`config.mk`:
```
export PLATFORM = sky130hd
export DESIGN_NAME = decoder_nx_scan
export DESIGN_NICKNAME = d
export VERILOG_FILES = /design/src/rtl/decoder_nx_scan.sv
export SDC_FILE = /design/constraint.sdc
export NUM_CORES = 1
export LEC_CHECK = 0
export CAP_MARGIN = 20
export CORE_MARGIN = 1.5
export CORE_UTILIZATION = 50
export DETAILED_ROUTE_END_ITERATION = 6
export DONT_BUFFER_PORTS = 1
export PLACE_DENSITY = 0.62
export SYNTH_ARGS = -nofsm -noshare
export SYNTH_HDL_FRONTEND = slang
export SYNTH_SLANG_ARGS = --single-unit
```
`constraint.sdc`:
```
create_clock -name clk -period 2.21 [get_ports clk]
set_clock_uncertainty 0.1 [all_clocks]
set_input_delay 0 -clock clk [delete_from_list [all_inputs] [get_ports clk]]
set_output_delay 0 -clock clk [all_outputs]
set_load 0.01 [all_outputs]
```
`src/rtl/decoder_nx_scan.sv`:
```
// -----------------------------------------------------------------------------
// decoder_nx_scan
//   Registered binary-to-one-hot decoder (SEL_W -> 2**SEL_W lines) with a
//   direct-decode path (valid/ready) and free-running / one-shot scan modes
//   that walk the active line with a programmable dwell. Intended for
//   row/digit-select strobes such as LED or 7-segment multiplexing.
//
// Parameters
//   SEL_W      select width, OUT_W = 2**SEL_W output lines
//   DWELL_W    width of the dwell input
//   ACTIVE_LOW 1: active line driven 0, inactive lines driven 1
//
// Ports
//   clk        clock, rising edge
//   rst_n      synchronous reset, active low (overrides en and mode)
//   en         clock enable; 0 freezes all state and outputs
//   mode       00 OFF, 01 DIRECT, 10 SCAN, 11 ONESHOT
//   sel_valid  sel presented (DIRECT only)
//   sel        line index to decode
//   sel_ready  combinational: a sel can be accepted this cycle
//   dwell      cycles-1 each line stays active in the scan modes
//   D          registered one-hot line drive (polarity per ACTIVE_LOW)
//   idx        index of the active line (0 when none is active)
//   wrap       1-cycle pulse when a scan step goes OUT_W-1 -> 0
//   done       1-cycle pulse at the end of a one-shot sweep
// -----------------------------------------------------------------------------
module decoder_nx_scan #(
  parameter int SEL_W      = 3,
  parameter int DWELL_W    = 8,
  parameter int ACTIVE_LOW = 0
) (
  input  logic                  clk,
  input  logic                  rst_n,
  input  logic                  en,
  input  logic [1:0]            mode,
  input  logic                  sel_valid,
  input  logic [SEL_W-1:0]      sel,
  output logic                  sel_ready,
  input  logic [DWELL_W-1:0]    dwell,
  output logic [(1<<SEL_W)-1:0] D,
  output logic [SEL_W-1:0]      idx,
  output logic                  wrap,
  output logic                  done
);

  localparam int OUT_W = 1 << SEL_W;

  typedef enum logic [1:0] {IDLE, HOLD, SCAN, SHOT} state_t;
  typedef enum logic [1:0] {
    M_OFF     = 2'b00,
    M_DIRECT  = 2'b01,
    M_SCAN    = 2'b10,
    M_ONESHOT = 2'b11
  } mode_t;

  // Drive pattern with no line active, in output polarity.
  localparam logic [OUT_W-1:0] D_NONE = (ACTIVE_LOW != 0) ? {OUT_W{1'b1}} : {OUT_W{1'b0}};

  // One-hot drive for line i, already in output polarity so the inversion
  // lives inside the output register rather than after it.
  function automatic logic [OUT_W-1:0] line_drive(input logic [SEL_W-1:0] i);
    logic [OUT_W-1:0] oh;
    oh    = '0;
    oh[i] = 1'b1;
    return (ACTIVE_LOW != 0) ? ~oh : oh;
  endfunction

  state_t             state;
  logic [DWELL_W-1:0] dwell_cnt;
  // Set when a one-shot sweep has finished; blocks re-arming until mode
  // leaves ONESHOT at least once.
  logic               shot_spent;

  logic last_line;
  assign last_line = (idx == {SEL_W{1'b1}});

  assign sel_ready = rst_n & en & (mode == M_DIRECT);

  // NOTE: all state is updated with non-blocking assignments in a single
  // clocked block; the reset is sampled on the clock edge (synchronous), so
  // every register, including the pulses, gets an explicit reset value here.
  always_ff @(posedge clk) begin
    if (!rst_n) begin
      state      <= IDLE;
      D          <= D_NONE;
      idx        <= '0;
      dwell_cnt  <= '0;
      wrap       <= 1'b0;
      done       <= 1'b0;
      shot_spent <= 1'b0;
    end else if (en) begin
      // Pulses default low on every enabled cycle; they hold while en=0.
      wrap <= 1'b0;
      done <= 1'b0;

      unique case (mode_t'(mode))
        M_OFF: begin
          state      <= IDLE;
          D          <= D_NONE;
          idx        <= '0;
          shot_spent <= 1'b0;
        end

        M_DIRECT: begin
          // Without an accept the current drive is kept as-is, which also
          // keeps idx consistent with D when arriving from a scan mode.
          state      <= HOLD;
          shot_spent <= 1'b0;
          if (sel_valid) begin
            D   <= line_drive(sel);
            idx <= sel;
          end
        end

        M_SCAN: begin
          shot_spent <= 1'b0;
          if (state != SCAN) begin
            // Entry from any other state restarts at line 0; a partial
            // dwell from a previous mode is discarded.
            state     <= SCAN;
            idx       <= '0;
            D         <= line_drive('0);
            dwell_cnt <= dwell;
          end else if (dwell_cnt == '0) begin
            idx       <= idx + SEL_W'(1);
            D         <= line_drive(idx + SEL_W'(1));
            dwell_cnt <= dwell;
            wrap      <= last_line;
          end else begin
            dwell_cnt <= dwell_cnt - DWELL_W'(1);
          end
        end

        M_ONESHOT: begin
          if (state != SHOT) begin
            if (!shot_spent) begin
              state     <= SHOT;
              idx       <= '0;
              D         <= line_drive('0);
              dwell_cnt <= dwell;
            end
          end else if (dwell_cnt == '0) begin
            dwell_cnt <= dwell;
            if (last_line) begin
              // End of sweep: go dark instead of wrapping.
              state      <= IDLE;
              D          <= D_NONE;
              idx        <= '0;
              done       <= 1'b1;
              shot_spent <= 1'b1;
            end else begin
              idx <= idx + SEL_W'(1);
              D   <= line_drive(idx + SEL_W'(1));
            end
          end else begin
            dwell_cnt <= dwell_cnt - DWELL_W'(1);
          end
        end
      endcase
    end
  end

endmodule

```
### Yosys cells after proc, flatten, opt, wreduce, memory -nomap -nowiden

Index checks and enable logic that the tools add are counted.

* $lt $le $gt $ge: 4
* equality and inequality tests: 15
* add/sub/neg operators: 2
* bitwise logic cells: 2
* mux-type cells: 42
* reductions and logical operators: 10

Operators by type and width (number)
* $mux 8: 11
* $pmux 8 s4: 1
* $mux 3: 7
* $pmux 8 s2: 1
* $ne 2x2->1 const B: 7
* $mux 1: 12
* $ne 3x3->1 const B: 4
* $pmux 3 s4: 1
* $mux 2: 5
* $reduce_and 5->1: 2
* $logic_not 8->1: 1
* $lt 3x4->1 const B: 2
* $pmux 2 s4: 1
* $sub 8x1->8 const B: 1
* $demux 1 s3: 2
* $ge 3x1->1 const B: 2
* $eq 2x2->1 const B: 2
* $reduce_and 4->1: 1
* $add 3x1->3 const B: 1
* $eq 3x3->1 const B: 1
* $reduce_and 3->1: 1
* $reduce_or 3->1: 1
* $and 1x1->1: 2
* $eq 2x1->1 const B: 1
* other kinds (4): 5

* output and inout port bits: 14
* register bits: 24

### Depth between registers and ports, before layout

* depth in word-level cells: 9
* gate-level depth with buffers: 9

### Worst setup path after synthesis

Ideal clock, no wire load.

* path type: reg2reg
* start: register dwell_cnt[0]
* end: register dwell_cnt[3]
* arrival time: 1.685 ns
* path buffers: 2
* data required time: 2.037 ns
* stages on the path, launching flop included: 10
* period minus slack after synthesis: 1.858 ns
* slack: 0.352 ns
* setup time: 0.073 ns
* cells stage by stage: dfxtp_1 > inv_1 > ha_1 > nor3b_1 > and2_1 > buf_6 > or2_1 > buf_6 > o21a_1 > o22ai_2

* word-level cells in the longest chain between the ends: 4
* elaborated cells on any way between the ends: 6
* those cells by class: add/sub (1); mux (4); reduce/logical (1)

RTL lines
* start, declared: RTL line 69 `logic [DWELL_W-1:0] dwell_cnt;`
* start signal, assigned: RTL line 123 `dwell_cnt <= dwell;`
* start signal, assigned: RTL line 127 `dwell_cnt <= dwell;`
* start signal, assigned: RTL line 130 `dwell_cnt <= dwell_cnt - DWELL_W'(1);`
* $sub 8x1->8 / $logic_not 8->1 (equally long branches)
* $mux 8 *: RTL line 124, 142
* $mux 8, on equally long branches: RTL line 135, 117
* $pmux 8 s2 *: RTL line 96 `unique case (mode_t'(mode))`

Mark *: on every way between the ends. The rest lies on a longest branch, timed or not.
A chain may end at the register's enable or synchronous reset.

### Worst setup path after layout

Same ends and word-level chain as after synthesis.

==> flow_summary.yaml <==
status:
  outcome: "complete, but fails checks"
  violations_in_the_final_reports: "hold timing"
synth:
  yosysTopAreaCellShare_pct: 29.5
  synthAdderAreaFrac_pct: 3.84
  synthXorXnorAreaFrac_pct: 0.537
  synth_async_sr_flop_share_pct: 0
  multiplexer_fraction_of_the_synthesized_cell_area_pct: 1.23
  synthMostInstantiatedCell: "sky130_fd_sc_hd__dfxtp_1"
  syn_area_per_cell_sq_um: 7.84
  post_synthesis_net_count: 230
  compound_gate_portion_of_the_synthesized_area_pct: 29.1
  synth_sequential_area_ratio_pct: 29.5
  synth-edff-count: 0
  synthSimpleGateAreaFrac_pct: 29.7
  synth_area_leaders: "sky130_fd_sc_hd__dfxtp_1 (29%), sky130_fd_sc_hd__o21ai_0 (4.9%), sky130_fd_sc_hd__a31oi_1 (4.6%)"
  mappedNetlistArea_sq_mm: 0.00163
  ys.warnings.count: 0
  synth_ff_type: "sky130_fd_sc_hd__dfxtp_1"
  combinational_family_with_the_most_area_after_synthesis: "simple AND/OR/NAND/NOR gates"
  synth_cells: 208
  yosys.cell_types.count: 54
  flops_latches_synth: 24
  synth_common_cells: "sky130_fd_sc_hd__dfxtp_1 (24), sky130_fd_sc_hd__nand2_1 (17), sky130_fd_sc_hd__o21ai_0 (16), sky130_fd_sc_hd__a21oi_1 (13), sky130_fd_sc_hd__a31oi_1 (12)"
  synthDominantAreaCellType: "sky130_fd_sc_hd__dfxtp_1"
detailed_routing:
  dr.first_iter.drc_count: 112
  drt_drc_violations_left: 0
  drt_pre_antenna_iters: 4
  remaining_antenna_violation_count: 0
  finalWirelength_um: 4230
  avgViaCountPerCell: 6.11
  vias: 1620
  avgRoutedWirePerCell_um: 16.0
final_layout:
  areaGrowthSynthToFinish_pct: 14.2
  final_cells: 265
  drive_gt1_share_pct: 10.4
  fin_util_pct: 60.5
  nFillCells: 291
  n_antenna_cell: 0
  nNetsFinal: 244
pwr:
  clock_group_share_of_total_power_pct: 24.6
  cellPowerDensity_mw_per_mm2: 532
  combinational_fraction_of_design_power_pct: 25.7
  vdd_drop_max_uv: 320
  power.sequential.fraction_pct: 49.7
  sw_frac_of_total_pct: 32.6
  p_int_uw: 667
  power_leakage_nw: 0.645
  netSwitchingPower_uw: 323
cts:
  clockBufferDepth: 2
  num_cts_buffers: 3
  ctsRootBufferMaster: "sky130_fd_sc_hd__clkbuf_4"
  clock_insertion_delay_worst_skew_ns: 0.32
  clk_pin_slew_worst_paths_ns: 0.15
  htreeDepth: 1
  cts_sinks: 24
  cts_tree: "done"
  post-cts-setup-buffers: 0
floorplan:
  die-area_sq_mm: 0.00361
  die_w_um: 60.1
  row_count: 20
  floorplan.core_area_sq_mm: 0.00308
  die_h_um: 60.1
  initial_cell_density_of_the_core_pct: 53.0
  io_pins: 31
placement:
  placedCellCount: 244
  port-buffer-count: 0
  gp_routability_congestion: 0.861
  hpwl_um: 2920
global_route:
  grt_max_degree: 23
  first_global_vias: 1535
  global_route.overflow_total: 0
  track_usage_pct: 24.7
  antenna_found_initial: 0
  wire_length_of_the_first_global_routing_pass_um: 6970
sta:
  hold_viol: 1
  rsz0062_at_grt: "false"
  post-route-min-period_ns: 1.97
  max_freq_mhz: 508
  post-route-period-util_pct: 89.1
  finalSetupTns_ns: 0
  timing.hold.ws_ns: -0.0105
  timing_worst_slew_pin_value_ns: 0.826
  final-max-slew-violation-count: 0
  max_slew_margin_pct: 44.7
  finalSetupViolations: 0
setup_path:
  required_ns: 2.38
  critical_path.max_fanout: 8
  crit_path_start_kind: "register"
  crit_path_end_kind: "register"
  timing.setup.critical_path_class: "register to register"
  worstReg2RegStart: "dwell_cnt[0]"
  critical_path.startpoint: "dwell_cnt[0]"
  critPathArrivalTime_ns: 2.13
min_path:
  timing.hold.worst.start: "mode[1]"
  min_path_type: "primary input to register"
job:
  drv.max_cap_violation_count: 0
## kinds of logic (layout without fill, tap and decap cells)
family	Yosys count	count (layout)
multiplexers	2	2
AND/OR/NAND/NOR	84	84
AO/OA/AOI/OAI	72	72
XOR/XNOR	1	1
buffers and inverters	20	33
adder cells (fa/ha/maj)	5	5
flip-flops	24	24
## worst max-delay path, cell delays in order (launching register included)
cell and delay [ns]:
sky130_fd_sc_hd__dfxtp_1 0.42, sky130_fd_sc_hd__inv_1 0.11, sky130_fd_sc_hd__ha_1 0.22, sky130_fd_sc_hd__nor3b_2 0.17
sky130_fd_sc_hd__and2_2 0.23, sky130_fd_sc_hd__or2_1 0.34, sky130_fd_sc_hd__o21a_1 0.23, sky130_fd_sc_hd__o22ai_2 0.09
## sequential cells by signal (all words and copies together) (netlist names)
signal / cells
dwell_cnt: 8
idx: 3
done: 1
shot_spent: 1
state: 2
D: 8
wrap: 1
## worst paths after layout
path | to | slack, ns | depth (start not counted)
worst max-delay path | dwell_cnt[3] | 0.24 | 7
worst min-delay path | D[0] | -0.01 | 5
worst min register to register | D[0] | 0.42 | 2
worst max register to register | dwell_cnt[3] | 0.24 | 7
## cell usage in the layout (no fill, tap or decap), types with 2 or more instances in the layout
cell | Yosys | routed
sky130_fd_sc_hd__o21a_1 | 2 | 2
sky130_fd_sc_hd__o2111ai_1 | 2 | 2
sky130_fd_sc_hd__nand3b_1 | 3 | 3
sky130_fd_sc_hd__ha_1 | 5 | 5
sky130_fd_sc_hd__a211o_1 | 2 | 2
sky130_fd_sc_hd__nor3_1 | 5 | 5
sky130_fd_sc_hd__a21oi_2 | 2 | 2
sky130_fd_sc_hd__nand3_1 | 9 | 9
sky130_fd_sc_hd__nor3b_1 | 6 | 5
sky130_fd_sc_hd__dlygate4sd3_1 | 0 | 17
sky130_fd_sc_hd__nand4_1 | 4 | 4
sky130_fd_sc_hd__inv_1 | 7 | 7
sky130_fd_sc_hd__a31oi_1 | 12 | 12
sky130_fd_sc_hd__dfxtp_1 | 24 | 24
sky130_fd_sc_hd__o22ai_1 | 2 | 2
sky130_fd_sc_hd__o21ai_0 | 16 | 16
sky130_fd_sc_hd__clkbuf_4 | 0 | 3
sky130_fd_sc_hd__buf_4 | 1 | 5
sky130_fd_sc_hd__nand4b_1 | 2 | 2
sky130_fd_sc_hd__nor2b_1 | 4 | 4
sky130_fd_sc_hd__nand2b_1 | 5 | 5
sky130_fd_sc_hd__a211oi_1 | 3 | 3
sky130_fd_sc_hd__o31ai_1 | 2 | 2
sky130_fd_sc_hd__nor4_1 | 3 | 3
sky130_fd_sc_hd__and3_1 | 2 | 2
sky130_fd_sc_hd__or2_1 | 2 | 2
sky130_fd_sc_hd__mux2i_1 | 2 | 2
sky130_fd_sc_hd__nand2_1 | 17 | 17
sky130_fd_sc_hd__nor2_1 | 11 | 11
sky130_fd_sc_hd__a22oi_1 | 2 | 2
sky130_fd_sc_hd__a21oi_1 | 13 | 13
sky130_fd_sc_hd__o21ai_1 | 5 | 5
## power groups by stage
stage	clock [mW]	combinational, mW	sequential, mW
3_3_place_gp	0	0.207	0.501
4_1_cts	0.242	0.250	0.492
3_5_place_dp	0	0.209	0.501
2_1_floorplan	0	0.192	0.494
5_1_grt	0.256	0.282	0.497
6_report	0.243	0.254	0.492
## per-layer routing
layer	vias to the layer above	wire [um]	GRT usage, %
met5	-	0	0
met4	0	0	4.13
met3	0	225	3.25
met2	48	2020	42.7
met1	768	1980	33.2
li1	804	-	-
## metrics by stage
stage | cell area [sq um] | hold slack [ns] | power (mW) | setup WS, ns
global placement | 1650 | 0.00237 | 0.708 | 0.241
CTS | 1860 | 0.00404 | 0.983 | 0.0967
global route | 1860 | 0.0213 | 1.04 | 0.0751
finish | 1860 | -0.0105 | 0.990 | 0.241
floorplan | 1630 | 0.0178 | 0.686 | 0.352
detailed placement | 1650 | 0.00709 | 0.711 | 0.143
## final cells by class
type                       count  area (sq um)  share of cell area [%]
clock buffer                   4          36.3                    1.95
inverter                       7          26.3                    1.41
multi-input combinational    164          1060                    56.7
sequential                    24           480                    25.8
tap                           44          55.1                    2.96
timing repair buffer          22           208                    11.2
## repair_timing
item,CTS,global route
hold endpoints to repair,24,0
hold buffers,17,0
setup endpoints to repair,0,7
resized for setup,0,2
Note: power is estimated with default switching activity, not from simulation.
